<file path="src/rtl/byte_unstrip.sv">
// byte_unstrip
//   Receive-side lane de-striper. Accepts one parallel word per handshake
//   (one byte plus K flag per lane) and re-serializes it into a single byte
//   stream, lane 0 first. SKP/IDL filler symbols are dropped. Packet framing
//   (STP/SDP ... END/EDB) is tracked, and lane-placement or sequence
//   violations are flagged.
//
// Ports
//   CLK        rising-edge clock
//   RESET_L    asynchronous active-low reset
//   IN_VALID   parallel word present
//   IN_READY   block can accept a word this cycle (holding register empty)
//   LANE_DATA  lane i byte = bits [8i+7:8i]
//   LANE_K     bit i = lane i byte is a control (K) symbol
//   D / DK     serialized byte and its K flag
//   OUT_VALID  D/DK hold a forwarded byte this cycle
//   FRAME_ERR  one-cycle pulse, framing violation on the byte on D
//   IN_PKT     framing state after the byte on D (1 = inside packet)

module byte_unstrip #(
    parameter int LANES = 4
) (
    input  logic                 CLK,
    input  logic                 RESET_L,
    input  logic                 IN_VALID,
    output logic                 IN_READY,
    input  logic [8*LANES-1:0]   LANE_DATA,
    input  logic [LANES-1:0]     LANE_K,
    output logic [7:0]           D,
    output logic                 DK,
    output logic                 OUT_VALID,
    output logic                 FRAME_ERR,
    output logic                 IN_PKT
);

    localparam int IW = (LANES > 1) ? $clog2(LANES) : 1;
    localparam logic [IW-1:0] LAST_IDX = IW'(LANES - 1);

    localparam logic [7:0] SYM_SKP = 8'h1C;
    localparam logic [7:0] SYM_IDL = 8'h7C;
    localparam logic [7:0] SYM_STP = 8'hFB;
    localparam logic [7:0] SYM_SDP = 8'h5C;
    localparam logic [7:0] SYM_END = 8'hFD;
    localparam logic [7:0] SYM_EDB = 8'hFE;

    typedef enum logic {
        IDLE = 1'b0,
        PKT  = 1'b1
    } state_t;

    state_t state_reg, state_next;

    // Serializer (active word + lane index) and one-word holding register
    logic [8*LANES-1:0] ser_data_reg;
    logic [LANES-1:0]   ser_k_reg;
    logic               ser_busy_reg;
    logic [IW-1:0]      idx_reg;
    logic [8*LANES-1:0] hold_data_reg;
    logic [LANES-1:0]   hold_k_reg;
    logic               hold_valid_reg;

    logic [7:0]         d_reg;
    logic               dk_reg;
    logic               out_valid_reg;
    logic               frame_err_reg;

    logic [7:0]         lane_byte [LANES];
    logic [7:0]         cur_byte;
    logic               cur_k;
    logic               is_filler;
    logic               err_next;
    logic               accept;
    logic               load_slot;

    genvar gi;
    generate
        for (gi = 0; gi < LANES; gi++) begin : g_lane
            assign lane_byte[gi] = ser_data_reg[8*gi +: 8];
        end
    endgenerate

    assign cur_byte  = lane_byte[idx_reg];
    assign cur_k     = ser_k_reg[idx_reg];
    assign is_filler = cur_k && ((cur_byte == SYM_SKP) || (cur_byte == SYM_IDL));

    assign IN_READY  = ~hold_valid_reg;
    assign accept    = IN_VALID & ~hold_valid_reg;
    // The serializer can take a new word when idle or when finishing its last lane
    assign load_slot = ~ser_busy_reg | (idx_reg == LAST_IDX);

    // Framing FSM: state register
    always_ff @(posedge CLK or negedge RESET_L) begin
        if (!RESET_L) begin
            state_reg <= IDLE;
        end else begin
            state_reg <= state_next;
        end
    end

    // Framing FSM: next state and error, evaluated on each forwarded byte
    always_comb begin
        state_next = state_reg;
        err_next   = 1'b0;
        if (ser_busy_reg && !is_filler) begin
            if (cur_k) begin
                if ((cur_byte == SYM_STP) || (cur_byte == SYM_SDP)) begin
                    // Start is still honoured even when misplaced
                    state_next = PKT;
                    err_next   = (state_reg == PKT) || (idx_reg != '0);
                end else if ((cur_byte == SYM_END) || (cur_byte == SYM_EDB)) begin
                    state_next = IDLE;
                    err_next   = (state_reg == IDLE) || (idx_reg != LAST_IDX);
                end
            end else begin
                // Data outside a packet
                err_next = (state_reg == IDLE);
            end
        end
    end

    // Serializer, holding register and output registers
    always_ff @(posedge CLK or negedge RESET_L) begin
        if (!RESET_L) begin
            ser_data_reg   <= '0;
            ser_k_reg      <= '0;
            ser_busy_reg   <= 1'b0;
            idx_reg        <= '0;
            hold_data_reg  <= '0;
            hold_k_reg     <= '0;
            hold_valid_reg <= 1'b0;
            d_reg          <= '0;
            dk_reg         <= 1'b0;
            out_valid_reg  <= 1'b0;
            frame_err_reg  <= 1'b0;
        end else begin
            if (load_slot) begin
                idx_reg <= '0;
                if (hold_valid_reg) begin
                    ser_data_reg   <= hold_data_reg;
                    ser_k_reg      <= hold_k_reg;
                    ser_busy_reg   <= 1'b1;
                    hold_valid_reg <= 1'b0;
                end else if (accept) begin
                    // Holding register bypassed: word goes straight in
                    ser_data_reg <= LANE_DATA;
                    ser_k_reg    <= LANE_K;
                    ser_busy_reg <= 1'b1;
                end else begin
                    ser_busy_reg <= 1'b0;
                end
            end else begin
                idx_reg <= idx_reg + IW'(1);
                if (accept) begin
                    hold_data_reg  <= LANE_DATA;
                    hold_k_reg     <= LANE_K;
                    hold_valid_reg <= 1'b1;
                end
            end

            if (ser_busy_reg && !is_filler) begin
                d_reg         <= cur_byte;
                dk_reg        <= cur_k;
                out_valid_reg <= 1'b1;
                frame_err_reg <= err_next;
            end else begin
                // Filler or idle: D/DK keep their last forwarded value
                out_valid_reg <= 1'b0;
                frame_err_reg <= 1'b0;
            end
        end
    end

    assign D         = d_reg;
    assign DK        = dk_reg;
    assign OUT_VALID = out_valid_reg;
    assign FRAME_ERR = frame_err_reg;
    assign IN_PKT    = (state_reg == PKT);

endmodule

</file>
<file path="config.mk">
export PLATFORM = sky130hd
export DESIGN_NAME = byte_unstrip
export DESIGN_NICKNAME = d
export VERILOG_FILES = /design/src/rtl/byte_unstrip.sv
export SDC_FILE = /design/constraint.sdc
export NUM_CORES = 1
export LEC_CHECK = 0
export ABC_AREA = 1
export CORE_MARGIN = 2
export CORE_UTILIZATION = 50
export DETAILED_ROUTE_END_ITERATION = 16
export PLACE_DENSITY_LB_ADDON = 0.2
export RECOVER_POWER = 100
export SYNTH_ARGS = -nofsm -noshare
export SYNTH_HDL_FRONTEND = slang
export SYNTH_SLANG_ARGS = --single-unit
</file>
<file path="constraint.sdc">
create_clock -name CLK -period 2.4 [get_ports CLK]
set_input_delay 0.48 -clock CLK [delete_from_list [all_inputs] [get_ports CLK]]
set_output_delay 0.48 -clock CLK [all_outputs]
set_load 0.005 [all_outputs]
</file>
After elaboration in Yosys (flattened, before gate mapping). Cells that the tools add are included.

Bits in registers: 88. Memories kept: 0. ROM bits: 0. Input bits: 39. Bits in latches: 0. RAM bits: 0. Output and inout bits: 13. Word-level logic and storage cells: 66.

Equal/unequal tests: 8. $lt $le $gt $ge: 2. Bitwise gates (word level): 7. Multipliers: 0. Shift operators: 0. Multiplexer cells: 21. Add/subtract/negate cells: 1. Divide/modulo/power cells: 0. Reduce and logical (&&, ||, !) cells: 15.

Operator list (number): 32-bit two-way mux (2); 8-bit == test, second input constant (3); 8-bit binary-select mux with 2-bit select (1); 8-bit by 7-bit == test with 1-bit output, second input constant (2); 8-bit two-way mux (2); 1-bit two-way mux (12); 8-bit by 5-bit == test with 1-bit output, second input constant (1); 4-bit two-way mux (2); 2-bit nonzero test (4); 1-bit logical OR (5); 1-bit inverter (4); 2-bit AND reduction (2); 3-bit >= comparator, second input constant (1); 2-bit by 3-bit less-than comparator with 1-bit output, second input constant (1); 2-bit inverter with 3-bit output (1); 3-bit AND reduction (1); 2-bit by 1-bit adder with 2-bit output, second input constant (1); 1-bit binary-select mux with 2-bit select (1); 2-bit == test, second input constant (1); 1-bit logical AND (2); 2-bit two-way mux (1); 2-bit inequality test, second input constant (1); 1-bit bitwise AND (1); 1-bit logical NOT (1); 1-bit bitwise OR (1).

Depth between registers and ports, before layout. Gate-level depths: netlist of run 1.

Depth in word-level cells: 10. Gate-level depth with buffers: 15. Gate-level depth less buffers: 13.

Least setup slack after synthesis of run 1. No wires, ideal clock.

Path type: register to register. From: reg idx_reg[0]. To: reg hold_data_reg[10]. Stages on the path, launching flop included: 7. Period minus slack after synthesis: 1.609 ns. Slack: 0.791 ns. Arrival time: 1.484 ns. Data required time: 2.275 ns. Path buffers: 2. Library setup time: 0.125 ns. Cells stage by stage: dfrtp_1 ha_1 nor2_1 nand3_1 buf_2 buf_2 mux2_2.

Longest elaborated chain between the ends: 4.

RTL lines: start: declaration (line 57) `logic [IW-1:0] idx_reg;`; start signal: assignment (line 152) `idx_reg <= idx_reg + IW'(1);`; 2-bit == test (line 89) `assign load_slot = ~ser_busy_reg | (idx_reg == LAST_IDX);`; 1-bit bitwise OR (line 89); 1-bit inverter (no source line); 2-bit AND reduction (no source line); end signal: assignment (line 128) `hold_data_reg <= '0;`; end signal: assignment (line 154) `hold_data_reg <= LANE_DATA;`; end: declaration (line 58) `logic [8*LANES-1:0] hold_data_reg;`.

Every way passes these cells. A chain may end at the register's enable or synchronous reset.

Final worst setup path of run 1.
From: reg idx_reg[1]. To: reg hold_data_reg[17].

The elaborated chain is that of the path after synthesis.

==> results.json, run 1 <==
{
  "synth_top_area_frac": 0.522,
  "routed_wl_um": 8490,
  "hold_ws_ns": 0.484,
  "pwr-share-comb": 0.458,
  "grt_pass1_wl_um": 14500,
  "p_switching_mw": 2.79,
  "ys_warn_count": 0,
  "fp-row-count": 33,
  "wl_per_cell_um": 13.4,
  "port_buffers": 51,
  "p_leak_nw": 2.25,
  "finalSetupViolCount": 0,
  "fmax_mhz": 470,
  "multiInputGateArea_um2": 1770,
  "synth_fp_nets": 524,
  "async_flop_share": 1.00,
  "synth_most_common_cell": "nand2_1",
  "fin_tns_setup_ns": 0,
  "cellInternalPower_mw": 4.03,
  "cp.required_ns": 2.63,
  "wl_met1_um": 4190,
  "synth_edf_count": 0,
  "fin_skew_ns": 0.0116,
  "route.met3.wl_um": 291,
  "crit_arrival_ns": 2.36,
  "drc": 0,
  "synthToLayoutAreaGrowth_pct": 17.0,
  "yosysTopAreaCell": "dfrtp_1",
  "setup_ws_ns": 0.271,
  "synth_area_leaders": "dfrtp_1, nand2_1, mux2_2",
  "drt_iter0_drc": 221,
  "max_slew_margin": -0.272,
  "min_path_cells": 2,
  "highest_layer": "met4",
  "synth_common_cells": "nand2_1, dfrtp_1, nor2_1",
  "cts_max_level": 3,
  "grt_max_degree": 89,
  "cp-end-kind": "flip-flop",
  "maxCapViolations": 1,
  "slew_viol_final": 89,
  "antenna_found_initial": 0,
  "ys_seq_area_frac": 0.522,
  "n_fill_cell": 729,
  "pwr-share-clk": 0.144,
  "rsz0062_at_grt": "no",
  "worst_slew_pin_slew_ns": 1.91,
  "boundaryPins": 52,
  "finalHoldViolations": 0,
  "vias": 3259,
  "violations": "capacitance limit, slew limit",
  "ys_ff_latch": 88,
  "initial_core_util": 0.513,
  "cts_tree": "yes",
  "chipHeight_um": 95.8,
  "root_buffer": "clkbuf_8",
  "outcome": "finished, violations left",
  "seqCellArea_um2": 2200,
  "power_density_nw_per_um2": 1380,
  "cts_buffer_depth": 2,
  "power_frac_seq": 0.397,
  "wl_met2_um": 3900,
  "postSynthCellCount": 483,
  "fin_crit_sh": 0.887,
  "clkTransAtPathRegs_ns": 0.08,
  "switching_share": 0.409,
  "grt_pass1_vias": 3055,
  "via_per_inst": 5.12,
  "start_kind": "flip-flop",
  "cts_buffers": 9,
  "cts_setup_buffers": 0,
  "grt-ovfl-total": 0,
  "drive_gt1_frac": 0.139,
  "synthDistinctLibCells": 23,
  "cts_sinks": 88,
  "synth.avg_cell_area_um2": 8.73,
  "clock_latency_ns": 0.35,
  "ff2ff_path_depth": 5,
  "min_period_ns": 2.13,
  "drt_first_pass_iters": 4,
  "critPathKind": "flip-flop to flip-flop",
  "place_ws_ns": 0.344,
  "ant_nets": 0,
  "place_hpwl_um": 5820,
  "die_area_um2": 9190,
  "design.core.area_um2": 8220,
  "dieWidth_um": 95.8,
  "worstHoldPathType": "flip-flop to flip-flop",
  "fin_nets": 567,
  "synthFlopType": "dfrtp_1",
  "vdd_ir_drop_max_mv": 0.651,
  "critPathMaxFanout": 38,
  "gp_congestion": 0.868,
  "gr-usage-all-layers": 0.204,
  "n_antenna_cell": 0,
  "syn_area_um2": 4220
}
==> routing by layer <==
layer | up-vias | global-route usage
met3 | 8 | 0.0501
met4 | 0 | 0.0464
met1 | 1539 | 0.291
met2 | 60 | 0.318
met5 | - | 0
li1 | 1652 | -
==> final cells by class <==
class / instances / share of cell area
tap: 105 / 0.0266
inverter: 17 / 0.0139
sequential: 88 / 0.446
clock buffer: 12 / 0.0335
timing repair buffer: 60 / 0.116
multi-input combinational: 350 / 0.359
clock inverter: 4 / 0.00558
==> repair_timing <==
action                     4_1_cts  5_1_grt
setup endpoints to repair        0        1
resized for setup                0        1
hold buffers                     0        0
==> final timing paths <==
kind / from / endpoint / slack [ns]
setup / recovery: idx_reg[1] / hold_data_reg[17] / 0.27
hold / removal: D[4] / D[4] / 0.48
setup reg to reg: idx_reg[1] / hold_data_reg[17] / 0.27
hold reg to reg: D[4] / D[4] / 0.48
max in group asynchronous: RESET_L / hold_data_reg[17] / 0.49
min in group asynchronous: RESET_L / hold_data_reg[2] / 0.78
==> placed cells by master, fill, tap and decap left out <==
cell	count
a31oi_1	34
buf_2	1
buf_4	5
clkbuf_2	1
clkbuf_4	3
clkbuf_8	12
clkdlybuf4s50_1	37
clkinv_1	1
clkinv_2	1
clkinvlp_4	3
dfrtp_1	88
dlygate4sd3_1	13
ha_1	2
inv_1	12
inv_2	2
inv_4	2
mux2_2	34
nand2_1	184
nand2_2	3
nand2_4	1
nand3_1	21
nand3_2	2
nand4_1	1
nor2_1	51
nor2_2	1
nor2_4	1
o211ai_1	2
o21ai_0	11
o21ai_2	2
==> worst max-delay path, stage by stage (launching register included) <==
cell and delay, ns:
dfrtp_1 0.55, ha_1 0.29, nor2_1 0.30, nand3_1 0.11, clkbuf_4 0.39, mux2_2 0.37
==> through the flow <==
stage | instance area [µm²] | total power [mW] | util | instances
after floorplan | 4220 | 5.14 | - | 483
after global placement | 4800 | 5.95 | 0.584 | 620
after detailed placement | 4800 | 6.04 | 0.584 | 620
after CTS | 4990 | 7.03 | 0.608 | 636
after global routing | 4930 | 7.48 | 0.601 | 636
final | 4930 | 6.82 | 0.601 | 636
==> power groups by stage <==
stage	Sequential (mW)	Clock (mW)	Combinational, mW
final	2.71	0.985	3.12
after global placement	2.74	0	3.21
after global routing	2.80	1.06	3.62
after detailed placement	2.75	0	3.30
after CTS	2.72	1.01	3.30
after floorplan	2.57	0	2.57
==> cells by family (layout without fill, tap and decap cells) <==
kind of cell,count (synthesis),in the layout,share of synthesized area
AO/OA/AOI/OAI,49,49,0.0748
adder cells (fa/ha/maj),2,2,0.00593
buffers and inverters,45,93,0.0567
flip-flops,88,88,0.522
multiplexers,34,34,0.0908
AND/OR/NAND/NOR,265,265,0.250
Power figures use the tool's default switching activity.
==> inputs of run 2 (changes only) <==
CELL_PAD_IN_SITES_DETAIL_PLACEMENT = 1   (was not set)
CELL_PAD_IN_SITES_GLOBAL_PLACEMENT = 1   (was not set)
CORE_ASPECT_RATIO = 1.25   (was not set)
CORE_UTILIZATION = 47   (was 50)
CTS_BUF_LIST = sky130_fd_sc_hd__clkbuf_8   (was not set)
==> results.json, run 2 (same netlist as run 1, synthesis figures left out) <==
{
  "outcome": "completed",
  "dieWidth_um": 88.7,
  "gp_congestion": 0.810,
  "drc": 0,
  "fin_crit_sh": 0.848,
  "drt_iter0_drc": 141,
  "pwr-share-comb": 0.474,
  "fp-row-count": 38,
  "power_frac_seq": 0.393,
  "cts_tree": "yes",
  "rsz0062_at_grt": "no",
  "power_density_nw_per_um2": 1400,
  "fin_skew_ns": 0.00692,
  "place_hpwl_um": 7440,
  "worst_slew_pin_slew_ns": 1.05,
  "drt_first_pass_iters": 4,
  "n_fill_cell": 1050,
  "boundaryPins": 52,
  "root_buffer": "clkbuf_8",
  "layout_common_cells": "nand2_1, dfrtp_1, nor2_1, clkdlybuf4s50_1",
  "fmax_mhz": 491,
  "maxCapViolations": 0,
  "antenna_found_initial": 0,
  "grt_max_degree": 51,
  "layout_commonest_cell": "nand2_1",
  "ant_nets": 0,
  "cellInternalPower_mw": 3.99,
  "cp-end-kind": "flip-flop",
  "drive_gt1_frac": 0.132,
  "cts_buffer_depth": 2,
  "grt-ovfl-total": 0,
  "p_leak_nw": 2.26,
  "finalSetupViolCount": 0,
  "vias": 3387,
  "synthToLayoutAreaGrowth_pct": 16.8,
  "critPathMaxFanout": 50,
  "ctsHoldBuffers": 0,
  "cts_max_level": 3,
  "vdd_ir_drop_max_mv": 0.576,
  "design.core.area_um2": 8700,
  "fin_nets": 568,
  "post-route-cell-area_um2": 4930,
  "routed_wl_um": 10400,
  "port_buffers": 51,
  "finalHoldViolations": 0,
  "cts_setup_buffers": 0,
  "clock_latency_ns": 0.37,
  "gr-usage-all-layers": 0.234,
  "p_switching_mw": 2.93,
  "worstHoldPathType": "input port to asynchronous set/reset pin",
  "clkTransAtPathRegs_ns": 0.08,
  "pwr-share-clk": 0.133,
  "slew_viol_final": 0,
  "die_area_um2": 9750,
  "cts_sinks": 88,
  "via_per_inst": 5.22,
  "max_slew_margin": 0.303,
  "fin_tns_setup_ns": 0,
  "switching_share": 0.424,
  "grt_pass1_vias": 3578,
  "crit_arrival_ns": 2.26,
  "n_antenna_cell": 0,
  "cp.required_ns": 2.62,
  "initial_core_util": 0.485,
  "chipHeight_um": 110,
  "wl_per_cell_um": 16.0,
  "ctsResizeCount": 0,
  "start_kind": "flip-flop",
  "critPathKind": "flip-flop to flip-flop",
  "min_period_ns": 2.04,
  "place_area_um2": 4810,
  "cts_buffers": 9,
  "grt_pass1_wl_um": 17200
}
-- run 2: final cells by class --
class / instances / area, µm² / area share
Timing Repair Buffer: 61 / 588 / 0.119
Multi-Input combinational cell: 350 / 1760 / 0.357
Clock buffer: 11 / 151 / 0.0307
Inverter: 17 / 68.8 / 0.0140
Tap cell: 120 / 150 / 0.0305
Clock inverter: 2 / 8.76 / 0.00178
Sequential cell: 88 / 2200 / 0.447
-- run 2: per-stage QoR --
step	hold slack, ns	setup slack, ns	total power [mW]	utilization	instances
6_report	0.283	0.364	6.92	0.566	649
5_1_grt	0.364	0.220	7.55	0.566	649
4_1_cts	0.101	0.303	7.14	0.572	649
3_5_place_dp	0.469	0.382	6.20	0.553	636
3_3_place_gp	0.465	0.438	5.97	0.553	636
2_1_floorplan	0.184	0.792	5.14	-	483
-- run 2: final timing paths --
check	slack [ns]	to	from	cells past startpoint
setup / recovery	0.36	ser_data_reg[16]	idx_reg[0]	7
hold / removal	0.28	hold_data_reg[2]	RESET_L	1
setup reg to reg	0.36	ser_data_reg[16]	idx_reg[0]	7
min in group CLK	0.48	D[6]	D[6]	2
hold reg to reg	0.48	D[6]	D[6]	2
max in group asynchronous	1.32	ser_data_reg[16]	RESET_L	2
-- run 2: critical path, stage by stage (launching register included) --
cell,delay (ns)
dfrtp_1,0.39
buf_4,0.21
ha_1,0.24
nor2_1,0.27
nor2_4,0.05
clkbuf_4,0.36
o211ai_1,0.21
o21ai_0,0.13
-- run 2: routing by layer --
metal / track usage / share of wire
met5: 0 / 0
met4: 0.0920 / 0.020
met3: 0.0293 / 0.024
met2: 0.422 / 0.53
met1: 0.278 / 0.42
-- run 2: power by group through the flow --
stage               Combinational, mW  Clock, mW  Sequential, mW
finish                           3.28      0.921            2.72
detailed placement               3.44          0            2.76
global route                     3.77      0.981            2.80
global placement                 3.25          0            2.72
floorplan                        2.57          0            2.57
CTS                              3.48      0.925            2.73
==> inputs of run 3 (changes only) <==
CORE_UTILIZATION = 44   (was 47)
clock period = 1.93 ns   (was 2.4 ns; I/O delays follow)
==> results.json, run 3 (same netlist as run 1, synthesis figures left out) <==
{
  "outcome": "completed",
  "drt_iter0_drc": 131,
  "clkTransAtPathRegs_ns": 0.08,
  "n_antenna_cell": 0,
  "design.core.area_um2": 9220,
  "grt_pass1_wl_um": 18000,
  "drive_gt1_frac": 0.169,
  "chipHeight_um": 113,
  "cp.required_ns": 1.54,
  "fin_tns_setup_ns": 0,
  "grt-ovfl-total": 0,
  "antenna_found_initial": 0,
  "slowest_stage": "clkdlybuf4s50_1",
  "rsz0062_at_grt": "no",
  "grt_max_degree": 89,
  "rr_endpoint": "hold_data_reg[7]",
  "path_cells": "inv_1, clkdlybuf4s50_1",
  "fin_nets": 580,
  "critPathMaxFanout": 3,
  "cts_tree": "yes",
  "layout.cells.non_filler": 667,
  "vdd_ir_drop_max_mv": 0.638,
  "port_buffers": 51,
  "ant_nets": 0,
  "boundaryPins": 52,
  "grt_busiest_layer": "met2",
  "max_stage_delay_ns": 0.54,
  "drt_first_pass_iters": 4,
  "cp_top_family": "buffers and inverters",
  "root_buffer": "clkbuf_8",
  "rrSetupSlack_ns": 0.10,
  "routed_wl_um": 10500,
  "worst_slew_pin_slew_ns": 1.19,
  "slew_viol_final": 0,
  "fin_skew_ns": 0.00899,
  "via_per_inst": 5.17,
  "dieWidth_um": 91.6,
  "post-route-cell-area_um2": 5140,
  "layout_common_cells": "nand2_1, dfrtp_1, nor2_1, clkdlybuf4s50_1",
  "grt_pass1_vias": 3727,
  "synthToLayoutAreaGrowth_pct": 22.0,
  "place_hpwl_um": 7560,
  "max_slew_margin": 0.209,
  "cts_buffer_depth": 2,
  "startpoint": "hold_valid_reg",
  "start_kind": "flip-flop",
  "grt_use_met2": 0.392,
  "gr-usage-all-layers": 0.219,
  "gp_congestion": 0.819,
  "clock_latency_ns": 0.37,
  "use_met3": 0.0390,
  "fp-row-count": 39,
  "finalHoldViolations": 0,
  "critPathKind": "flip-flop to output port",
  "vias": 3448,
  "cts_max_level": 3,
  "crit_arrival_ns": 1.47,
  "final_util": 0.558,
  "wl_per_cell_um": 15.7,
  "cp-end-kind": "output port",
  "power_density_nw_per_um2": 1780,
  "layout_commonest_cell": "nand2_1",
  "die_area_um2": 10400,
  "cts_buffers": 9,
  "initial_core_util": 0.457,
  "worstHoldPathType": "input port to asynchronous set/reset pin",
  "critPathBufInv": 2,
  "fin_crit_sh": 0.964,
  "fmax_mhz": 538,
  "cts_setup_buffers": 0,
  "finalSetupViolCount": 0,
  "reg2reg_from": "idx_reg[0]",
  "p_leak_nw": 2.35,
  "min_period_ns": 1.86,
  "use_met1": 0.265,
  "cts_sinks": 88,
  "maxCapViolations": 0,
  "ff2ff_path_depth": 5,
  "place_area_um2": 4940,
  "hold_ws_ns": 0.378,
  "dp.cells": 650,
  "drc": 0
}
[run 3: cell count changes in the layout (fill, tap and decap cells not counted), moves of 2 or more]
| cell | previous run | this run |
|---|---|---|
| o21ai_1 | 0 | 3 |
| nand2_1 | 184 | 181 |
| o21ai_0 | 12 | 5 |
| clkbuf_2 | 3 | 1 |
| nand2_2 | 4 | 6 |
| o21ai_2 | 1 | 5 |
| buf_4 | 6 | 13 |
| clkbuf_4 | 1 | 3 |
| buf_12 | 1 | 4 |
[run 3: area by class of cell]
type                    count  area, µm²
clock buffers              12        165
clock inverters             4       20.0
fillers                  1074       4080
inverters                  17       73.8
multi-input cells         350       1780
flip-flops and latches     88       2200
well taps                 123        154
repair buffers             73        746
[run 3: how the worst max path moves through the flow]
stage	to	slack, ns	cells after the start
floorplan	hold_data_reg[10]	0.32	6
detailed placement	D[0]	0.02	12
global placement	FRAME_ERR	0.13	13
finish	IN_READY	0.07	2
CTS	D[0]	0.002	12
global route	IN_PKT	0.007	14
[run 3: stage by stage]
step | power [mW] | setup slack, ns
finish | 9.16 | 0.0703
global route | 10.0 | 0.00720
CTS | 9.28 | 0.00157
detailed placement | 8.04 | 0.0212
global placement | 7.75 | 0.135
floorplan | 6.39 | 0.322
[run 3: layer usage]
metal	part of all wire	routed length, µm	up-vias
li1	-	-	1674
met1	0.43	4500	1717
met2	0.53	5560	47
met3	0.027	280	10
met4	0.016	165	0
met5	0	0	-
[run 3: worst reg2reg max path, stage by stage (launching register included)]
cell and delay, ns:
dfrtp_2 0.47, ha_1 0.23, nor2_1 0.22, nand3_1 0.18, clkbuf_2 0.29, mux2_2 0.33
[run 3: report_power, final]
group / switching [mW] / internal [mW]
clock network: 0.648 / 0.563
logic: 2.56 / 2.00
registers: 0.587 / 2.80
total: 3.79 / 5.37
[run 3: what timing repair did]
action | in CTS | in global routing
gates resized for setup | 0 | 10
hold buffers | 0 | 0
setup endpoints to repair | 0 | 12
